==> src/rtl/mem_arbiter_pkg.sv <==
// mem_arbiter_pkg: shared types for the two-core RAM arbiter.
// RAM status codes, arbiter FSM states and the latched grant record.
package mem_arbiter_pkg;

    typedef enum logic [1:0] {
        FREE   = 2'd0,
        BUSY   = 2'd1,
        ACCESS = 2'd2,
        ERROR  = 2'd3
    } ramstate_t;

    typedef enum logic {
        ARB_IDLE  = 1'b0,
        ARB_SERVE = 1'b1
    } arb_state_t;

    typedef enum logic {
        OP_READ  = 1'b0,
        OP_WRITE = 1'b1
    } arb_op_t;

    typedef struct packed {
        logic        core;
        logic        is_data;
        arb_op_t     op;
        logic [31:0] addr;
        logic [31:0] store;
    } arb_grant_t;

    localparam logic [7:0] CNT_MAX = 8'hFF;

endpackage

==> src/rtl/mem_arbiter_if.sv <==
// mem_arbiter_if: cache-side request/wait lines plus the RAM port.
// slave = arbiter view, master = caches + RAM model view.
interface mem_arbiter_if;
    import mem_arbiter_pkg::*;

    logic [1:0]       iREN;
    logic [1:0][31:0] iaddr;
    logic [1:0]       dREN;
    logic [1:0]       dWEN;
    logic [1:0][31:0] daddr;
    logic [1:0][31:0] dstore;
    logic [1:0]       iwait;
    logic [1:0]       dwait;
    logic [31:0]      load;
    logic             ramREN;
    logic             ramWEN;
    logic [31:0]      ramaddr;
    logic [31:0]      ramstore;
    logic [31:0]      ramload;
    ramstate_t        ramstate;
    logic             timeout;

    modport slave (
        input  iREN, iaddr, dREN, dWEN, daddr, dstore,
        input  ramload, ramstate,
        output iwait, dwait, load,
        output ramREN, ramWEN, ramaddr, ramstore,
        output timeout
    );

    modport master (
        output iREN, iaddr, dREN, dWEN, daddr, dstore,
        output ramload, ramstate,
        input  iwait, dwait, load,
        input  ramREN, ramWEN, ramaddr, ramstore,
        input  timeout
    );

endinterface

==> src/rtl/mem_arbiter.sv <==
// mem_arbiter: shares one RAM port among two cores' icache/dcache.
// Round-robin across cores, dcache over icache within a core.
module mem_arbiter
    import mem_arbiter_pkg::*;
#(
    parameter int TIMEOUT_CYC = 255
) (
    input  logic         CLK,
    input  logic         RST,
    mem_arbiter_if.slave bus
);

    localparam logic [7:0] TMO = 8'(TIMEOUT_CYC);

    arb_state_t r_state;
    arb_grant_t r_grant;
    logic       r_last_core;
    logic [7:0] r_cnt;
    logic       r_timeout;

    logic       w_any;
    logic       w_serve;
    logic       w_ack;
    logic [7:0] w_cnt_inc;
    arb_grant_t w_pick;
    logic [1:0] w_iack;
    logic [1:0] w_dack;

    // Core that did not win last time is tried first.
    function automatic arb_grant_t f_pick(
        input logic             last,
        input logic [1:0]       ir,
        input logic [1:0]       dr,
        input logic [1:0]       dw,
        input logic [1:0][31:0] ia,
        input logic [1:0][31:0] da,
        input logic [1:0][31:0] ds
    );
        arb_grant_t g;
        logic       c;
        g = '0;
        c = ~last;
        if (!(ir[c] | dr[c] | dw[c])) begin
            c = last;
        end
        g.core = c;
        if (dr[c] | dw[c]) begin
            g.is_data = 1'b1;
            g.op      = dw[c] ? OP_WRITE : OP_READ;
            g.addr    = da[c];
            g.store   = ds[c];
        end else begin
            g.is_data = 1'b0;
            g.op      = OP_READ;
            g.addr    = ia[c];
            g.store   = '0;
        end
        return g;
    endfunction

    assign w_any = |(bus.iREN | bus.dREN | bus.dWEN);

    assign w_pick = f_pick(r_last_core, bus.iREN, bus.dREN,
                           bus.dWEN, bus.iaddr, bus.daddr,
                           bus.dstore);

    assign w_serve = (r_state == ARB_SERVE);
    assign w_ack   = w_serve && (bus.ramstate == ACCESS);

    assign w_cnt_inc = (r_cnt == CNT_MAX) ? r_cnt : r_cnt + 8'd1;

    always_ff @(posedge CLK) begin
        if (RST) begin
            r_state     <= ARB_IDLE;
            r_grant     <= '0;
            r_last_core <= 1'b1;
            r_cnt       <= '0;
            r_timeout   <= 1'b0;
        end else begin
            unique case (r_state)
                ARB_IDLE: begin
                    r_cnt <= '0;
                    if (w_any) begin
                        r_grant <= w_pick;
                        r_state <= ARB_SERVE;
                    end
                end
                ARB_SERVE: begin
                    if (w_ack) begin
                        r_state     <= ARB_IDLE;
                        r_last_core <= r_grant.core;
                        r_cnt       <= '0;
                    end else begin
                        // Retry forever; the flag only reports it.
                        r_cnt <= w_cnt_inc;
                        if (w_cnt_inc == TMO) begin
                            r_timeout <= 1'b1;
                        end
                    end
                end
                default: r_state <= ARB_IDLE;
            endcase
        end
    end

    always_comb begin
        w_iack = '0;
        w_dack = '0;
        if (w_ack) begin
            if (r_grant.is_data) begin
                w_dack[r_grant.core] = 1'b1;
            end else begin
                w_iack[r_grant.core] = 1'b1;
            end
        end
    end

    assign bus.iwait = bus.iREN & ~w_iack;
    assign bus.dwait = (bus.dREN | bus.dWEN) & ~w_dack;
    assign bus.load  = bus.ramload;

    assign bus.ramREN   = w_serve && (r_grant.op == OP_READ);
    assign bus.ramWEN   = w_serve && (r_grant.op == OP_WRITE);
    assign bus.ramaddr  = r_grant.addr;
    assign bus.ramstore = r_grant.store;
    assign bus.timeout  = r_timeout;

endmodule
==> src/flat_wrapper.sv <==
// flat-port wrapper written by rule: the top's interface ports become plain ports
module mem_arbiter_flat import mem_arbiter_pkg::*;
#(
    parameter int TIMEOUT_CYC = 255
)
  (CLK, RST, bus_iREN, bus_iaddr, bus_dREN, bus_dWEN, bus_daddr, bus_dstore, bus_ramload, bus_ramstate, bus_iwait, bus_dwait, bus_load, bus_ramREN, bus_ramWEN, bus_ramaddr, bus_ramstore, bus_timeout);
  mem_arbiter_if bus_i ();
  input  logic CLK;
  input  logic RST;
  input wire logic [$bits(bus_i.iREN)-1:0] bus_iREN;
  input wire logic [$bits(bus_i.iaddr)-1:0] bus_iaddr;
  input wire logic [$bits(bus_i.dREN)-1:0] bus_dREN;
  input wire logic [$bits(bus_i.dWEN)-1:0] bus_dWEN;
  input wire logic [$bits(bus_i.daddr)-1:0] bus_daddr;
  input wire logic [$bits(bus_i.dstore)-1:0] bus_dstore;
  input wire logic [$bits(bus_i.ramload)-1:0] bus_ramload;
  input wire logic [$bits(bus_i.ramstate)-1:0] bus_ramstate;
  output wire logic [$bits(bus_i.iwait)-1:0] bus_iwait;
  output wire logic [$bits(bus_i.dwait)-1:0] bus_dwait;
  output wire logic [$bits(bus_i.load)-1:0] bus_load;
  output wire logic [$bits(bus_i.ramREN)-1:0] bus_ramREN;
  output wire logic [$bits(bus_i.ramWEN)-1:0] bus_ramWEN;
  output wire logic [$bits(bus_i.ramaddr)-1:0] bus_ramaddr;
  output wire logic [$bits(bus_i.ramstore)-1:0] bus_ramstore;
  output wire logic [$bits(bus_i.timeout)-1:0] bus_timeout;
  assign bus_i.iREN = bus_iREN;
  assign bus_i.iaddr = bus_iaddr;
  assign bus_i.dREN = bus_dREN;
  assign bus_i.dWEN = bus_dWEN;
  assign bus_i.daddr = bus_daddr;
  assign bus_i.dstore = bus_dstore;
  assign bus_i.ramload = bus_ramload;
  assign bus_i.ramstate = bus_ramstate;
  assign bus_iwait = bus_i.iwait;
  assign bus_dwait = bus_i.dwait;
  assign bus_load = bus_i.load;
  assign bus_ramREN = bus_i.ramREN;
  assign bus_ramWEN = bus_i.ramWEN;
  assign bus_ramaddr = bus_i.ramaddr;
  assign bus_ramstore = bus_i.ramstore;
  assign bus_timeout = bus_i.timeout;
  mem_arbiter #(.TIMEOUT_CYC(TIMEOUT_CYC)) u_core (.CLK(CLK), .RST(RST), .bus(bus_i));
endmodule
==> config.mk <==
export PLATFORM = sky130hd
export DESIGN_NAME = mem_arbiter_flat
export DESIGN_NICKNAME = d
export VERILOG_FILES = /design/src/rtl/mem_arbiter_pkg.sv /design/src/rtl/mem_arbiter_if.sv /design/src/rtl/mem_arbiter.sv /design/src/flat_wrapper.sv
export SDC_FILE = /design/constraint.sdc
export NUM_CORES = 1
export LEC_CHECK = 0
export BUFFER_PORTS_ARGS = -buffer_cell sky130_fd_sc_hd__buf_2
export CORE_AREA = 8 8 126 128
export DETAILED_ROUTE_END_ITERATION = 12
export DIE_AREA = 0 0 134 136
export MAX_ROUTING_LAYER = met4
export PLACE_DENSITY = 0.79
export SLEW_MARGIN = 30
export SYNTH_ARGS = -nofsm -noshare
export SYNTH_HDL_FRONTEND = slang
export SYNTH_SLANG_ARGS = --single-unit
==> constraint.sdc <==
create_clock -name CLK -period 3.3 [get_ports CLK]
set_clock_uncertainty 0.1 [all_clocks]
set_input_delay 0.33 -clock CLK [delete_from_list [all_inputs] [get_ports CLK]]
set_output_delay 0.33 -clock CLK [all_outputs]
set_load 0.1 [all_outputs]
After elaboration in Yosys (flattened, before gate mapping)
Index checks and enable logic that the tools add are counted.
{"block": "classes", "n_addsub": 1, "n_lt_le_gt_ge": 4, "eq_ne": 3, "n_mux": 31, "n_bitwise": 14, "n_reduce_logical": 8}
{"operator": "$mux 32", "n": 6}
{"operator": "$mux 66", "n": 1}
{"operator": "$eq 8x8->1 const B", "n": 2}
{"operator": "$mux 8", "n": 2}
{"operator": "$pmux 8 s2", "n": 1}
{"operator": "$mux 1", "n": 15}
{"operator": "$add 8x1->8 const B", "n": 1}
{"operator": "$mux 2", "n": 4}
{"operator": "$lt 1x2->1 const B", "n": 3}
{"operator": "$or 2x2->2", "n": 3}
{"operator": "$and 2x2->2", "n": 2}
{"operator": "$logic_and 1x1->1", "n": 4}
{"operator": "$not 1->1", "n": 4}
{"operator": "$not 2->2", "n": 2}
{"operator": "$reduce_and 2->1", "n": 2}
{"operator": "$or 1x1->1", "n": 3}
{"operator": "$reduce_and 3->1", "n": 1}
{"operator": "$eq 2x2->1 const B", "n": 1}
{"operator": "$pmux 1 s2", "n": 1}
{"operator": "$reduce_or 2->1", "n": 1}
{"operator": "$demux 1 s1", "n": 1}
{"operator": "$ge 1x1->1 const B", "n": 1}
{"block": "word_totals", "regBits": 78, "in_bits": 234, "word_cells": 70}

Logic depth before layout (Yosys ltp)
Gate-level depths: netlist of the first run.
{"block": "depth", "depth_word": 10, "mapped_depth": 6}

Worst setup path before layout of the first run
No wires, ideal clock.
{"block": "synth_timing", "path_kind": "flip-flop to output port", "from": "reg u_core.r_state", "to": "out bus_dwait[1]", "arrival_time_ns": 2.139, "t_required_ns": 2.870, "path_slack_ns": 0.731, "path_stages_with_launch": 3, "n_path_buf": 1, "path_cell_list": "dfxtp_1 -> clkbuf_1 -> a41oi_1"}
{"block": "synth_via", "elab_chain_cells": 4}
{"element": "from (decl)", "line_no": "mem_arbiter.sv:15", "text": "arb_state_t r_state;"}
{"element": "from (signal assigned)", "line_no": "mem_arbiter.sv:74", "text": "r_state <= ARB_IDLE;"}
{"element": "from (signal assigned)", "line_no": "mem_arbiter.sv:85", "text": "r_state <= ARB_SERVE;"}
{"element": "from (signal assigned)", "line_no": "mem_arbiter.sv:90", "text": "r_state <= ARB_IDLE;"}
{"element": "$logic_and 1x1->1", "line_no": "mem_arbiter.sv:68", "text": "assign w_ack = w_serve && (bus.ramstate == ACCESS);"}
{"element": "$mux 2", "line_no": "mem_arbiter.sv:109", "text": "if (w_ack) begin"}
{"element": "$not 2->2", "line_no": "mem_arbiter.sv:119", "text": "assign bus.dwait = (bus.dREN | bus.dWEN) & ~w_dack;"}
{"element": "$and 2x2->2", "line_no": "mem_arbiter.sv:119"}
{"element": "to (decl)", "line_no": "flat_wrapper.sv:19", "text": "output wire logic [$bits(bus_i.dwait)-1:0] bus_dwait;"}
Every way passes these cells.

Worst setup path in the final report of the first run
{"block": "layout_timing", "from": "reg u_core.r_cnt[0]", "to": "reg u_core.r_timeout (netlist: u_core.bus.timeout)"}
{"block": "layout_via", "elab_chain_cells": 4, "word_cells_on_any_way": 5, "cone_classes": "1 x add/sub; 2 x eq/ne; 1 x mux; 1 x reduce/logical"}
{"element": "from (decl)", "line_no": "mem_arbiter.sv:18", "text": "logic [7:0] r_cnt;"}
{"element": "from (signal assigned)", "line_no": "mem_arbiter.sv:95", "text": "r_cnt <= w_cnt_inc;"}
{"element": "$add 8x1->8 or $eq 8x8->1 (tied branches)", "line_no": "mem_arbiter.sv:70", "text": "assign w_cnt_inc = (r_cnt == CNT_MAX) ? r_cnt : r_cnt + 8'd1;"}
{"element": "$mux 8 (*)", "line_no": "mem_arbiter.sv:70"}
{"element": "$eq 8x8->1 (*)", "line_no": "mem_arbiter.sv:96", "text": "if (w_cnt_inc == TMO) begin"}
{"element": "$reduce_and 3->1 (no source line) (*)"}
{"element": "to (signal assigned)", "line_no": "mem_arbiter.sv:78", "text": "r_timeout <= 1'b0;"}
{"element": "to (signal assigned)", "line_no": "mem_arbiter.sv:97", "text": "r_timeout <= 1'b1;"}
{"element": "to (decl)", "line_no": "mem_arbiter.sv:19", "text": "logic r_timeout;"}
Every way passes the cells marked *; elsewhere a longest branch is shown, timed or not.
A chain may end at the register's enable or synchronous reset.

==> results of run 1 <==
[Yosys cell counts (2+ instances only)]
| library cell | n | area share [%] |
|---|---|---|
| a311oi_1 | 2 | 0.39 |
| o21a_1 | 2 | 0.33 |
| o31ai_1 | 3 | 0.50 |
| o2bb2ai_1 | 32 | 6.2 |
| clkbuf_1 | 21 | 1.7 |
| nand2b_1 | 3 | 0.41 |
| xor2_1 | 2 | 0.39 |
| nand2_1 | 6 | 0.50 |
| o211ai_1 | 2 | 0.33 |
| a211oi_1 | 33 | 5.5 |
| and3_1 | 4 | 0.55 |
| clkbuf_4 | 3 | 0.50 |
| nand3_1 | 3 | 0.33 |
| buf_6 | 3 | 0.75 |
| buf_4 | 102 | 17 |
| nor2_1 | 44 | 3.7 |
| nor3_1 | 5 | 0.55 |
| nand3b_1 | 2 | 0.33 |
| a222oi_1 | 32 | 7.1 |
| o21ai_0 | 4 | 0.44 |
| and4_1 | 2 | 0.39 |
| nor2b_1 | 3 | 0.41 |
| dfxtp_1 | 78 | 35 |
| buf_1 | 2 | 0.17 |
| a31oi_1 | 2 | 0.28 |
| a21oi_1 | 41 | 4.5 |
| and2_1 | 4 | 0.55 |
| mux2i_1 | 33 | 7.3 |
[final timing paths]
path,start,end,slack (ns),depth (start not counted)
max,u_core.r_cnt[0],u_core.bus.timeout,1.12,5
min,bus_dstore[26],u_core.bus.ramstore[26],0.16,3
max reg2reg,u_core.r_cnt[0],u_core.bus.timeout,1.12,5
min reg2reg,u_core.bus.ramstore[7],u_core.bus.ramstore[7],0.36,1
[cells by family (layout without fill, tap and decap cells)]
group           count (synthesis)  count (layout)  share of synthesized area [%]
buf+inv                       133             298                           20.3
simple gates                   85              85                           9.41
compound gates                162             162                           27.6
xor+xnor                        3               3                          0.581
fa+ha+maj                       1               1                          0.277
mux                            33              33                           7.30
flops                          78              78                           34.5
[routing by layer]
metal	wire length, µm	share of wire, %
met5	0	0
met2	7170	45
met1	6570	41
met4	442	2.8
met3	1860	12
[final cells by class]
| cell class | count | area (µm²) | area share (%) |
|---|---|---|---|
| clock buffer | 10 | 239 | 4.29 |
| multi-input combinational | 284 | 2060 | 37.0 |
| sequential | 78 | 1560 | 28.0 |
| timing repair buffer | 283 | 1440 | 25.9 |
| tap | 184 | 230 | 4.13 |
| clock inverter | 5 | 36.3 | 0.651 |
[registers in the layout, indices dropped and copies added (netlist names)]
name,count
u_core.bus.ramaddr,32
u_core.bus.ramstore,32
u_core.r_cnt,8
u_core.r_grant,3
u_core.bus.timeout,1
u_core.r_last_core,1
u_core.r_state,1
[critical path, cell delays in order (launching register included)]
cell	delay [ns]
dfxtp_1	0.42
ha_1	0.32
a31oi_1	0.11
or4b_1	0.51
o41a_1	0.45
a211oi_2	0.21
[power groups by stage]
stage	Combinational (mW)	Clock, mW	Sequential (mW)
CTS	1.36	0.964	1.11
global route	1.42	1.00	1.13
finish	1.36	0.924	1.11
detailed placement	1.36	0	1.13
global placement	1.35	0	1.13
floorplan	1.37	0	1.11
[per-stage QoR]
step / hold slack, ns / cells / cell area (µm²) / total power [mW] / worst slack, ns
2_1_floorplan: 0.334 / 495 / 4520 / 2.48 / 0.731
3_3_place_gp: 0.339 / 829 / 5300 / 2.48 / 1.10
3_5_place_dp: 0.344 / 829 / 5300 / 2.49 / 1.05
4_1_cts: 0.137 / 844 / 5570 / 3.44 / 1.12
5_1_grt: 0.162 / 844 / 5570 / 3.54 / 0.985
6_report: 0.159 / 844 / 5570 / 3.40 / 1.12
==> metrics.cfg, run 1 <==
[run_status]
status=finished clean

[worst_setup_path]
cp.arrival_ns=2.34
critPathRequiredTime_ns=3.45
critPathMaxFanout=8
path_class=register to register
start_kind=register
end_kind=register

[timing]
fin_crit_sh_pct=66.2
finalHoldViolCount=0
rsz0062_at_grt=no
slew_viol_final=0
worstMarginPinSlew_ns=0.700
period_needed_ns=2.18
fmax_ghz=0.458
timing.setup.tns_ns=0
finalSetupViolCount=0
max-slew-margin-rel_pct=53.2

[placement]
gp_congestion=0.886
io_buffers=272
dp_hpwl_um=12700

[floorplan]
die_h_um=136
fp-row-count=44
io_pins=337
dieArea_um2=18200
core_area_um2=14000
initial_utilization_pct=32.2
dieWidth_um=134

[cells_and_area]
nets=891
layout_commonest_cell=buf_2
antenna_cells=0
fill_cells=1425
final_core_util_pct=39.7
final_cell_mix=buf_2 (272), dfxtp_1 (78), nor2_1 (43)
area_growth_pct=23.2
drive_above_1_share_pct=46.7

[routing]
via_per_inst=5.31
ant_nets=0
drc=0
via_count=4482
drt-total-wl_um=16000
drtPass1Iterations=6
wl_per_cell_um=19.0
drt_iter0_drc=433

[global_routing]
grtUsageMet3_pct=5.95
gr-usage-met2_pct=25.1
antenna_found_initial=0
grt_busiest_layer=met2
grt_pass1_vias=4511
grt-ovfl-total=0
grt_first_pass_wirelength_um=23900
grt_max_degree=34
grt_use_met1_pct=20.2
grt_usage_pct=16.9

[clocking]
cts_sinks=78
cts-root-buf=clkbuf_16
h-tree-depth=3
clk_pin_slew_ns=0.06
cts_tree=built
ctsHoldBuffers=0
cts_buffers=9
worstSkewPairLatency_ns=0.33
cts.repair.resized=0
clockBufferDepth=2
postCtsSetupBuffers=0

[logic_synthesis]
yosysWarnings=0
async_flop_share_pct=0
ys_ff_latch=78
synth_edf_count=0
synth.cell_area_um2=4520
yosysSeqAreaShare_pct=34.5
avgSynthCellArea_um2=9.14
synth_nets=730
synth_flop_cell=dfxtp_1
syn_inst=495
synth_cell_types=50

[power_and_ir_drop]
switching_share_pct=44.7
p_comb_share_pct=40.0
leakage_nw=2.75
peakVddDrop_uv=259
pwr-share-clk_pct=27.2
power.internal_mw=1.88
power_density_nw_per_um2=610
pwr-share-seq_pct=32.8
p_sw_mw=1.52

[hold_path]
worstHoldPathType=primary input to register

[flow_run]
maxCapViolCount=0

(Power assumes the default switching activity.)
==> run 2: changes to the inputs <==
--- a/config.mk
+++ b/config.mk
@@ -6,11 +6,11 @@
 export NUM_CORES = 1
 export LEC_CHECK = 0
 export BUFFER_PORTS_ARGS = -buffer_cell sky130_fd_sc_hd__buf_2
-export CORE_AREA = 8 8 126 128
+export CORE_AREA = 8 8 124 126
 export DETAILED_ROUTE_END_ITERATION = 12
-export DIE_AREA = 0 0 134 136
+export DIE_AREA = 0 0 132 134
 export MAX_ROUTING_LAYER = met4
-export PLACE_DENSITY = 0.79
+export PLACE_DENSITY = 0.81
 export SLEW_MARGIN = 30
 export SYNTH_ARGS = -nofsm -noshare
 export SYNTH_HDL_FRONTEND = slang
==> constraint.sdc (replaced) <==
create_clock -name CLK -period 2.16 [get_ports CLK]
set_clock_uncertainty 0.1 [all_clocks]
set_input_delay 0.216 -clock CLK [delete_from_list [all_inputs] [get_ports CLK]]
set_output_delay 0.216 -clock CLK [all_outputs]
set_load 0.1 [all_outputs]
==> metrics.cfg, run 2 (synthesized netlist as in run 1, its figures left out) <==
[clocking]
cts.repair.resized=0  ; unchanged
worstSkewPairLatency_ns=0.33  ; about the same
postCtsSetupBuffers=0  ; unchanged
clk_pin_slew_ns=0.06  ; about the same
h-tree-depth=3  ; unchanged
cts_sinks=78  ; unchanged
cts_buffers=9  ; unchanged
cts_tree=built
clockBufferDepth=2  ; unchanged
ctsHoldBuffers=0  ; unchanged
cts-root-buf=clkbuf_16

[placement]
dp_hpwl_um=11800  ; -6.5%
dpl_cell_area_um2=5450  ; +2.9%
io_buffers=272  ; unchanged
gp_congestion=0.868  ; -2.0%

[floorplan]
initial_utilization_pct=33.5  ; +1.3 points
dieArea_um2=17700  ; -2.9%
core_area_um2=13500  ; -3.8%
die_h_um=134  ; -1.5%
fp-row-count=43  ; -2.3%
io_pins=337  ; unchanged
dieWidth_um=132  ; -1.5%

[routing]
via_per_inst=5.23  ; -1.4%
drt_iter0_drc=368  ; -15%
ant_nets=0  ; unchanged
wl_per_cell_um=17.8  ; -6.6%
drt-total-wl_um=15100  ; -6.2%
drc=0  ; unchanged
drtPass1Iterations=7  ; +1
via_count=4438  ; -0.98%

[cells_and_area]
multiInputGateArea_um2=2070  ; +0.67%
drive_above_1_share_pct=47.5  ; +0.86 points
final_cell_mix=buf_2 (272), dfxtp_1 (78), nor2_1 (43)
fill_cells=1350  ; -5.3%
area_growth_pct=27.7
layout_commonest_cell=buf_2
final_core_util_pct=42.8  ; +3.1 points
nets=897  ; +0.67%
fin_area_um2=5780  ; +3.7%
regArea_um2=1560  ; unchanged

[worst_setup_path]
path_class=register to register
critPathMaxFanout=4  ; -4
critPathRequiredTime_ns=2.32  ; -1.13 ns
cp.arrival_ns=2.06  ; -0.28 ns
start_kind=register
end_kind=register

[global_routing]
grt_max_degree=36  ; +5.9%
grt_pass1_vias=4577  ; +1.5%
antenna_found_initial=1  ; +1
grt-ovfl-total=0  ; unchanged
grt_first_pass_wirelength_um=23500  ; -1.8%
grt_usage_pct=16.8  ; -0.13 points

[power_and_ir_drop]
power_density_nw_per_um2=942  ; +55%
peakVddDrop_uv=497  ; +91%
totalPowerFinal_mw=5.44  ; +60%
leakage_nw=2.84  ; +3.2%

[timing]
max-slew-margin-rel_pct=60.3  ; +7.0 points
fin_crit_sh_pct=88.2  ; +22 points
slew_viol_final=0  ; unchanged
finalSetupViolCount=0  ; unchanged
fmax_ghz=0.525  ; +15%
worstMarginPinSlew_ns=0.591  ; -0.108 ns
timing.setup.tns_ns=0  ; unchanged
period_needed_ns=1.91  ; -0.279 ns
finalHoldViolCount=0  ; unchanged
fin_hold_ws_ns=0.0439  ; -0.115 ns
rsz0062_at_grt=no

[hold_path]
worstHoldPathType=primary input to register

[run_status]
status=finished clean

[flow_run]
maxCapViolCount=0  ; unchanged

run 2: critical path, cell delays in order, from the launching register on:
cell	delay, ns
dfxtp_1	0.37
ha_1	0.18
a31oi_1	0.07
or4b_1	0.50
o41a_1	0.44
a211oi_2	0.18
run 2: final cells by class:
type | count | area share [%]
flip-flops and latches | 78 | 27.0
clock inverters | 5 | 1.43
repair buffers | 289 | 27.5
diodes | 1 | 0.0433
well taps | 180 | 3.90
multi-input cells | 284 | 35.9
clock buffers | 11 | 4.20
run 2: metal layers:
metal / vias up / wire, µm / global-route usage, %
met2: 250 / 7160 / 27.4
li1: 2112 / - / -
met4: 0 / 456 / 8.68
met5: - / 0 / -
met1: 2044 / 6100 / 17.8
met3: 32 / 1340 / 5.95
run 2: power breakdown:
part / leakage [nW] / switching (mW) / internal [mW]
clock network: 0.148 / 0.600 / 1.04
registers: 0.644 / 0.0833 / 1.60
logic: 2.04 / 1.61 / 0.506
total: 2.84 / 2.29 / 3.15
run 2: path summary, 6_finish.rpt:
kind / endpoint / startpoint / slack [ns] / cells past startpoint
max: u_core.bus.timeout / u_core.r_cnt[1] / 0.25 / 5
min reg2reg: u_core.bus.ramstore[1] / u_core.bus.ramstore[1] / 0.36 / 1
max reg2reg: u_core.bus.timeout / u_core.r_cnt[1] / 0.25 / 5
min: u_core.bus.ramstore[1] / bus_dstore[33] / 0.04 / 3
run 2: metrics by stage:
stage / cells / setup WS (ns)
finish: 848 / 0.255
global route: 848 / 0.175
CTS: 847 / 0.248
detailed placement: 831 / 0.256
global placement: 831 / 0.275
floorplan: 495 / 0.172
